$ cat src/rtl/lsu_pkg.sv
// lsu_pkg
// Shared definitions for the load/store unit: the opcode values taken from the
// low four bits of the MIPS load/store opcodes, the FSM state type, the access
// size encoding carried in op[1:0], and small helpers that decode legality and
// alignment of a request.
package lsu_pkg;

  // Opcodes (low nibble of the MIPS opcode)
  localparam logic [3:0] OP_LB  = 4'b0000;
  localparam logic [3:0] OP_LH  = 4'b0001;
  localparam logic [3:0] OP_LW  = 4'b0011;
  localparam logic [3:0] OP_LBU = 4'b0100;
  localparam logic [3:0] OP_LHU = 4'b0101;
  localparam logic [3:0] OP_SB  = 4'b1000;
  localparam logic [3:0] OP_SH  = 4'b1001;
  localparam logic [3:0] OP_SW  = 4'b1011;

  // Access size lives in op[1:0]; op[2] marks an unsigned load, op[3] a store
  localparam logic [1:0] SIZE_BYTE = 2'b00;
  localparam logic [1:0] SIZE_HALF = 2'b01;
  localparam logic [1:0] SIZE_WORD = 2'b11;

  typedef enum logic [2:0] {
    ST_IDLE     = 3'd0,
    ST_LOAD     = 3'd1,
    ST_RMW_READ = 3'd2,
    ST_WRITE    = 3'd3,
    ST_RESP     = 3'd4
  } lsu_state_t;

  // Only the eight load/store codes are accepted; everything else is an error
  function automatic logic op_is_legal(input logic [3:0] op);
    case (op)
      OP_LB, OP_LH, OP_LW, OP_LBU, OP_LHU,
      OP_SB, OP_SH, OP_SW: return 1'b1;
      default:             return 1'b0;
    endcase
  endfunction

  // Halfwords need an even address, words a multiple of four
  function automatic logic addr_aligned(input logic [1:0] size, input logic [1:0] low);
    case (size)
      SIZE_HALF: return ~low[0];
      SIZE_WORD: return (low == 2'b00);
      default:   return 1'b1;
    endcase
  endfunction

endpackage

$ cat src/rtl/lane_align.sv
// lane_align
// Purely combinational byte-lane steering for the load/store unit.
// Load path: picks the byte or halfword lane out of a memory word and sign- or
// zero-extends it (words pass through). Store path: replaces only the target
// lane of an old memory word with the right-justified store data.
// Ports:
//   i_size        access size (SIZE_BYTE / SIZE_HALF / SIZE_WORD)
//   i_unsigned    zero-extend loads when set
//   i_byte_sel    byte address bits [1:0]
//   i_load_word   memory word to extract from
//   i_old_word    memory word to merge into
//   i_store_data  right-justified store data
//   o_load_result extended load result
//   o_merged_word old word with the target lane replaced
module lane_align
  import lsu_pkg::*;
(
  input  logic [1:0]  i_size,
  input  logic        i_unsigned,
  input  logic [1:0]  i_byte_sel,
  input  logic [31:0] i_load_word,
  input  logic [31:0] i_old_word,
  input  logic [31:0] i_store_data,
  output logic [31:0] o_load_result,
  output logic [31:0] o_merged_word
);

  logic [7:0]  w_byte;
  logic [15:0] w_half;

  // Little-endian lane select followed by extension
  always_comb begin
    w_byte = 8'h00;
    case (i_byte_sel)
      2'd0: w_byte = i_load_word[7:0];
      2'd1: w_byte = i_load_word[15:8];
      2'd2: w_byte = i_load_word[23:16];
      2'd3: w_byte = i_load_word[31:24];
      default: w_byte = 8'h00;
    endcase
    w_half = i_byte_sel[1] ? i_load_word[31:16] : i_load_word[15:0];

    o_load_result = i_load_word;
    case (i_size)
      SIZE_BYTE: o_load_result = i_unsigned ? {24'h000000, w_byte}
                                            : {{24{w_byte[7]}}, w_byte};
      SIZE_HALF: o_load_result = i_unsigned ? {16'h0000, w_half}
                                            : {{16{w_half[15]}}, w_half};
      default:   o_load_result = i_load_word;
    endcase
  end

  // Read-modify-write merge: untouched lanes keep the old memory contents
  always_comb begin
    o_merged_word = i_old_word;
    case (i_size)
      SIZE_BYTE: begin
        case (i_byte_sel)
          2'd0: o_merged_word[7:0]   = i_store_data[7:0];
          2'd1: o_merged_word[15:8]  = i_store_data[7:0];
          2'd2: o_merged_word[23:16] = i_store_data[7:0];
          2'd3: o_merged_word[31:24] = i_store_data[7:0];
          default: o_merged_word = i_old_word;
        endcase
      end
      SIZE_HALF: begin
        if (i_byte_sel[1]) o_merged_word[31:16] = i_store_data[15:0];
        else               o_merged_word[15:0]  = i_store_data[15:0];
      end
      default: o_merged_word = i_store_data;
    endcase
  end

endmodule

$ cat src/rtl/load_store_unit.sv
// load_store_unit
// Initiator-side memory access unit for the single-cycle MIPS datapath. Takes
// one load/store request at a time and drives a word-only data memory port.
// Sub-word loads are extracted and extended; sub-word stores are done as a
// read-modify-write. Illegal, misaligned and out-of-range requests return an
// error response without touching memory.
// Ports:
//   i_clk, i_reset            clock, synchronous active-high reset
//   i_req_valid/o_req_ready   request handshake (accept when both high)
//   i_req_op/addr/wdata       opcode nibble, byte address, store data
//   o_resp_valid              one-cycle response pulse
//   o_resp_rdata/o_resp_err   extended load data / error flag (held)
//   o_mem_addr/o_mem_wdata    word-aligned address / merged write word
//   o_mem_write/o_mem_read    memory strobes
//   i_mem_rdata               combinational read data
module load_store_unit
  import lsu_pkg::*;
#(
  parameter int MEM_WORDS = 1024
) (
  input  logic        i_clk,
  input  logic        i_reset,
  input  logic        i_req_valid,
  output logic        o_req_ready,
  input  logic [3:0]  i_req_op,
  input  logic [31:0] i_req_addr,
  input  logic [31:0] i_req_wdata,
  output logic        o_resp_valid,
  output logic [31:0] o_resp_rdata,
  output logic        o_resp_err,
  output logic [31:0] o_mem_addr,
  output logic [31:0] o_mem_wdata,
  output logic        o_mem_write,
  output logic        o_mem_read,
  input  logic [31:0] i_mem_rdata
);

  // Compared with a 33-bit limit so a full 4 GiB memory would still work
  localparam logic [32:0] ADDR_LIMIT = 33'(MEM_WORDS) * 33'd4;

  lsu_state_t  r_state;
  logic        r_req_ready;
  logic        r_resp_valid;
  logic [31:0] r_resp_rdata;
  logic        r_resp_err;
  logic [31:0] r_mem_addr;
  logic [31:0] r_mem_wdata;
  logic        r_mem_write;
  logic        r_mem_read;
  logic [1:0]  r_size;
  logic        r_unsigned;
  logic [1:0]  r_byte_sel;
  logic [31:0] r_wdata;

  logic        w_req_err;
  logic [31:0] w_load_result;
  logic [31:0] w_merged_word;

  // Request screening happens on the raw inputs so the error path can go
  // straight to the response state on the accept edge
  assign w_req_err = ~op_is_legal(i_req_op)
                   | ~addr_aligned(i_req_op[1:0], i_req_addr[1:0])
                   | ({1'b0, i_req_addr} >= ADDR_LIMIT);

  // Both the load path and the RMW merge work on the live memory read data
  lane_align u_lane_align (
    .i_size        (r_size),
    .i_unsigned    (r_unsigned),
    .i_byte_sel    (r_byte_sel),
    .i_load_word   (i_mem_rdata),
    .i_old_word    (i_mem_rdata),
    .i_store_data  (r_wdata),
    .o_load_result (w_load_result),
    .o_merged_word (w_merged_word)
  );

  // Single FSM process; every output is registered and updated on the edge
  // that enters the state in which it must be seen
  always_ff @(posedge i_clk) begin
    if (i_reset) begin
      r_state      <= ST_IDLE;
      r_req_ready  <= 1'b1;
      r_resp_valid <= 1'b0;
      r_resp_rdata <= 32'h0;
      r_resp_err   <= 1'b0;
      r_mem_addr   <= 32'h0;
      r_mem_wdata  <= 32'h0;
      r_mem_write  <= 1'b0;
      r_mem_read   <= 1'b0;
      r_size       <= SIZE_BYTE;
      r_unsigned   <= 1'b0;
      r_byte_sel   <= 2'b00;
      r_wdata      <= 32'h0;
    end else begin
      case (r_state)
        ST_IDLE: begin
          if (i_req_valid) begin
            r_req_ready <= 1'b0;
            r_size      <= i_req_op[1:0];
            r_unsigned  <= i_req_op[2];
            r_byte_sel  <= i_req_addr[1:0];
            r_wdata     <= i_req_wdata;
            if (w_req_err) begin
              r_state      <= ST_RESP;
              r_resp_valid <= 1'b1;
              r_resp_err   <= 1'b1;
              r_resp_rdata <= 32'h0;
            end else begin
              r_mem_addr <= {i_req_addr[31:2], 2'b00};
              if (!i_req_op[3]) begin
                r_state    <= ST_LOAD;
                r_mem_read <= 1'b1;
              end else if (i_req_op[1:0] == SIZE_WORD) begin
                r_state     <= ST_WRITE;
                r_mem_write <= 1'b1;
                r_mem_wdata <= i_req_wdata;
              end else begin
                r_state    <= ST_RMW_READ;
                r_mem_read <= 1'b1;
              end
            end
          end
        end
        ST_LOAD: begin
          r_mem_read   <= 1'b0;
          r_resp_rdata <= w_load_result;
          r_resp_err   <= 1'b0;
          r_resp_valid <= 1'b1;
          r_state      <= ST_RESP;
        end
        ST_RMW_READ: begin
          r_mem_read  <= 1'b0;
          r_mem_write <= 1'b1;
          r_mem_wdata <= w_merged_word;
          r_state     <= ST_WRITE;
        end
        ST_WRITE: begin
          r_mem_write  <= 1'b0;
          r_resp_rdata <= 32'h0;
          r_resp_err   <= 1'b0;
          r_resp_valid <= 1'b1;
          r_state      <= ST_RESP;
        end
        ST_RESP: begin
          r_resp_valid <= 1'b0;
          r_req_ready  <= 1'b1;
          r_state      <= ST_IDLE;
        end
        default: begin
          r_state      <= ST_IDLE;
          r_req_ready  <= 1'b1;
          r_resp_valid <= 1'b0;
          r_mem_read   <= 1'b0;
          r_mem_write  <= 1'b0;
        end
      endcase
    end
  end

  assign o_req_ready  = r_req_ready;
  assign o_resp_valid = r_resp_valid;
  assign o_resp_rdata = r_resp_rdata;
  assign o_resp_err   = r_resp_err;
  assign o_mem_addr   = r_mem_addr;
  assign o_mem_wdata  = r_mem_wdata;
  assign o_mem_read   = r_mem_read;
  // A reset edge during WRITE must not commit the half-finished store
  assign o_mem_write  = r_mem_write & ~i_reset;

endmodule
$ cat config.mk
export PLATFORM = sky130hd
export DESIGN_NAME = load_store_unit
export DESIGN_NICKNAME = d
export VERILOG_FILES = /design/src/rtl/lsu_pkg.sv /design/src/rtl/lane_align.sv /design/src/rtl/load_store_unit.sv
export SDC_FILE = /design/constraint.sdc
export NUM_CORES = 1
export LEC_CHECK = 0
export ABC_AREA = 1
export CAP_MARGIN = 30
export CORE_UTILIZATION = 46
export CTS_BUF_LIST = sky130_fd_sc_hd__clkbuf_8
export CTS_CLUSTER_DIAMETER = 30
export DETAILED_ROUTE_END_ITERATION = 10
export GPL_TIMING_DRIVEN = 0
export MAX_ROUTING_LAYER = met4
export PLACE_DENSITY_LB_ADDON = 0.05
export SYNTH_ARGS = -nofsm -noshare
export SYNTH_HDL_FRONTEND = slang
export SYNTH_HIERARCHICAL = 1
export SYNTH_SLANG_ARGS = --single-unit
$ cat constraint.sdc
create_clock -name i_clk -period 1.4 [get_ports i_clk]
set_input_delay 0.28 -clock i_clk [delete_from_list [all_inputs] [get_ports i_clk]]
set_output_delay 0.28 -clock i_clk [all_outputs]
set_load 0.01 [all_outputs]
==> flow_summary.yaml <==
detailed_routing:
  vias: 10568
  post_drt_via_cell_ratio: 5.93
  drc: 0
  drt-total-wl_um: 35800
  postRouteAntennaNets: 0
  routedWlPerCell_um: 20.1
  dr.pass1.iters: 8
  drt_first_iter_violations: 1188
setup_path:
  worstPathArrival_ns: 2.16
  slowest_delay_ns: 0.39
  required_ns: 1.82
  cp_slowest_cell: "dfxtp_4"
  critical_path.max_fanout: 7
  critPathKind: "register to register"
  reg2reg_slack_ns: -0.34
  end_kind: "register"
  cp-start-kind: "register"
  worstPathCellList: "buf_12, inv_8, nor2_4, buf_6, nand2_2, o211ai_1, nand3_1, nand2_1, nand4_1, a21oi_1"
timing:
  max_freq_mhz: 575
  maxSlewHeadroom_pct: 46.2
  fin_crit_ns: 1.74
  clock_skew_ns: 0.0182
  setup_viol: 139
  post-route-period-util_pct: 124
  hold_viol: 0
  drv_slew: 0
  rsz0062_at_grt: "yes"
  tightestPinTransition_ns: 0.808
  layout_setup_ws_ns: -0.338
clock_network:
  max-clock-path-buffers: 2
  clk_pin_slew_ns: 0.10
  clock_latency_ns: 0.50
  cts_tree: "built"
  cts_made_buffers: 17
  clkSinkCount: 139
  cts_root_buffer: "clkbuf_8"
  h-tree-depth: 4
final_layout:
  seq_area_sq_um: 2810
  diodes: 0
  area_delta_synth_final_pct: 68.0
  n_fill_cell: 1166
  final_cell_mix: "nand2_1, dfxtp_1, nand3_1"
  layout.cells.non_filler: 1783
  drive_above_1_share_pct: 32.8
  final_common_cell: "nand2_1"
  nNetsFinal: 1653
  multiInputGateArea_sq_um: 5680
  fin_util_pct: 79.8
floorplan:
  dieArea_sq_um: 17800
  ios: 204
  core-area_sq_um: 16700
  die-height_um: 133
  fp-row-count: 47
  initial_core_util_pct: 47.5
  fp.dieW_um: 133
power_and_ir_drop:
  power-per-cell-area_nw_per_um2: 871
  irDropWorstVdd_mv: 0.729
  leakage_nw: 6.01
synthesis:
  synth_area_per_cell_sq_um: 6.39
  netlist_instances: 1241
  seq_area_frac_synth_pct: 35.1
  syn_area_sq_um: 7930
  synth_cell_types: 38
  synth-seq-cells: 139
  ys_warn_count: 6
status:
  status: "complete, but fails checks"
  violations: "setup timing"
flow_run:
  max_cap_violations: 0
global_routing:
  grt_pass1_wl_um: 50400
  grt_start_max_net_pins: 20
  grt_util_all_layers_pct: 37.6
  gr-total-overflow: 0
  antenna_found_initial: 0
  grt_pass1_vias: 9397
placement:
  gp_congestion: 1.02
  numPortBuffers: 200
  hpwl_um: 22200
  dp_cells: 1662
hold_path:
  min_path_type: "input port to register"
final cells by class:
cell class / count / share of cell area (%)
timing repair inverter: 2 / 0.0939
clock buffer: 17 / 1.76
inverter: 63 / 2.13
tap: 220 / 2.07
sequential: 139 / 21.1
buffer: 94 / 6.23
timing repair buffer: 287 / 22.3
multi-input combinational: 946 / 42.6
clock inverter: 15 / 1.65
metal layers:
metal	part of all wire [%]	up-vias	track usage, %
met4	5.4	0	18.8
met1	37	4871	44.7
met3	9.8	187	6.51
li1	-	4748	-
met2	48	762	61.3
met5	0	-	-
final timing paths:
kind | start | to | depth (start not counted)
min | i_req_addr[1] | r_byte_sel[1] | 3
max | r_byte_sel[1] | o_mem_wdata[23] | 10
max reg2reg | r_byte_sel[1] | o_mem_wdata[23] | 10
min reg2reg | o_resp_rdata[20] | o_resp_rdata[20] | 2
synthesized netlist by cell type:
cell type	instances	area, sq um
nand2_1	397	1490
nand3_1	146	731
dfxtp_1	139	2780
a21oi_1	126	631
nor2_1	92	345
inv_1	53	199
clkbuf_1	45	169
nand4_1	45	282
o21ai_0	44	220
buf_2	31	155
o211ai_1	29	218
nor3b_1	20	150
buf_1	9	33.8
nand3_2	7	70.1
nor2_2	7	43.8
or2_2	7	43.8
inv_2	6	22.5
buf_4	5	37.5
buf_6	5	56.3
nand2_2	3	18.8
nand2_4	3	33.8
nor2_4	3	33.8
clkinv_1	2	7.51
nand3_4	2	35.0
o21ai_1	2	10.0
a211oi_1	1	7.51
a21boi_0	1	7.51
a21oi_2	1	8.76
a31oi_1	1	6.26
clkbuf_2	1	5.00
clkinv_4	1	8.76
conb_1	1	3.75
inv_4	1	6.26
nand3b_1	1	7.51
nor2_8	1	20.0
nor3_1	1	5.00
o21ai_4	1	16.3
o21bai_1	1	7.51
through the flow:
stage               hold WS [ns]  setup TNS [ns]  instance area, sq um  total power, mW  setup WS, ns
finish                     0.130          -32.65                 13300             11.6        -0.338
global route               0.140          -39.71                 13300             11.9        -0.417
CTS                        0.266          -12.82                 12000             10.9        -0.264
detailed placement         0.438          -99.30                 10400             6.69        -0.883
global placement           0.436          -94.64                 10400             6.68        -0.834
floorplan                  0.415           -1.05                  8110             5.67       -0.0292
power breakdown:
part / switching [mW] / internal, mW
sequential: 0.174 / 4.12
combinational: 1.89 / 1.52
clock: 2.03 / 1.87
total: 4.09 / 7.51
worst max-delay path: cells and delay by family, from the launching register on:
kind | cells | cell delay, ns
simple gates | 5 | 0.57
flops | 1 | 0.39
buf+inv | 3 | 0.38
compound gates | 2 | 0.32
flip-flops by register name, summed over array words and instances, names as in the netlist:
signal / flops
r_unsigned: 1
o_mem_wdata: 32
r_mem_write: 1
r_size: 2
r_byte_sel: 2
o_req_ready: 1
o_mem_read: 1
o_resp_err: 1
r_wdata: 32
o_resp_rdata: 32
r_state: 3
o_resp_valid: 1
o_mem_addr: 30
cell families after synthesis:
group | after synthesis | synth area share (%)
AOI/OAI and AO/OA | 207 | 14.3
buffers and inverters | 159 | 8.84
other | 1 | 0.0473
DFF | 139 | 35.1
and+or+nand+nor | 735 | 41.7
repair_timing:
| action | CTS | global route |
|---|---|---|
| hold buffers | 0 | 0 |
| gates resized for setup | 345 | 374 |
| pin swaps | 151 | 153 |
| cloned | 19 | 7 |
| setup endpoints to repair | 230 | 194 |
| setup buffers | 48 | 20 |
(Power assumes the default switching activity.)
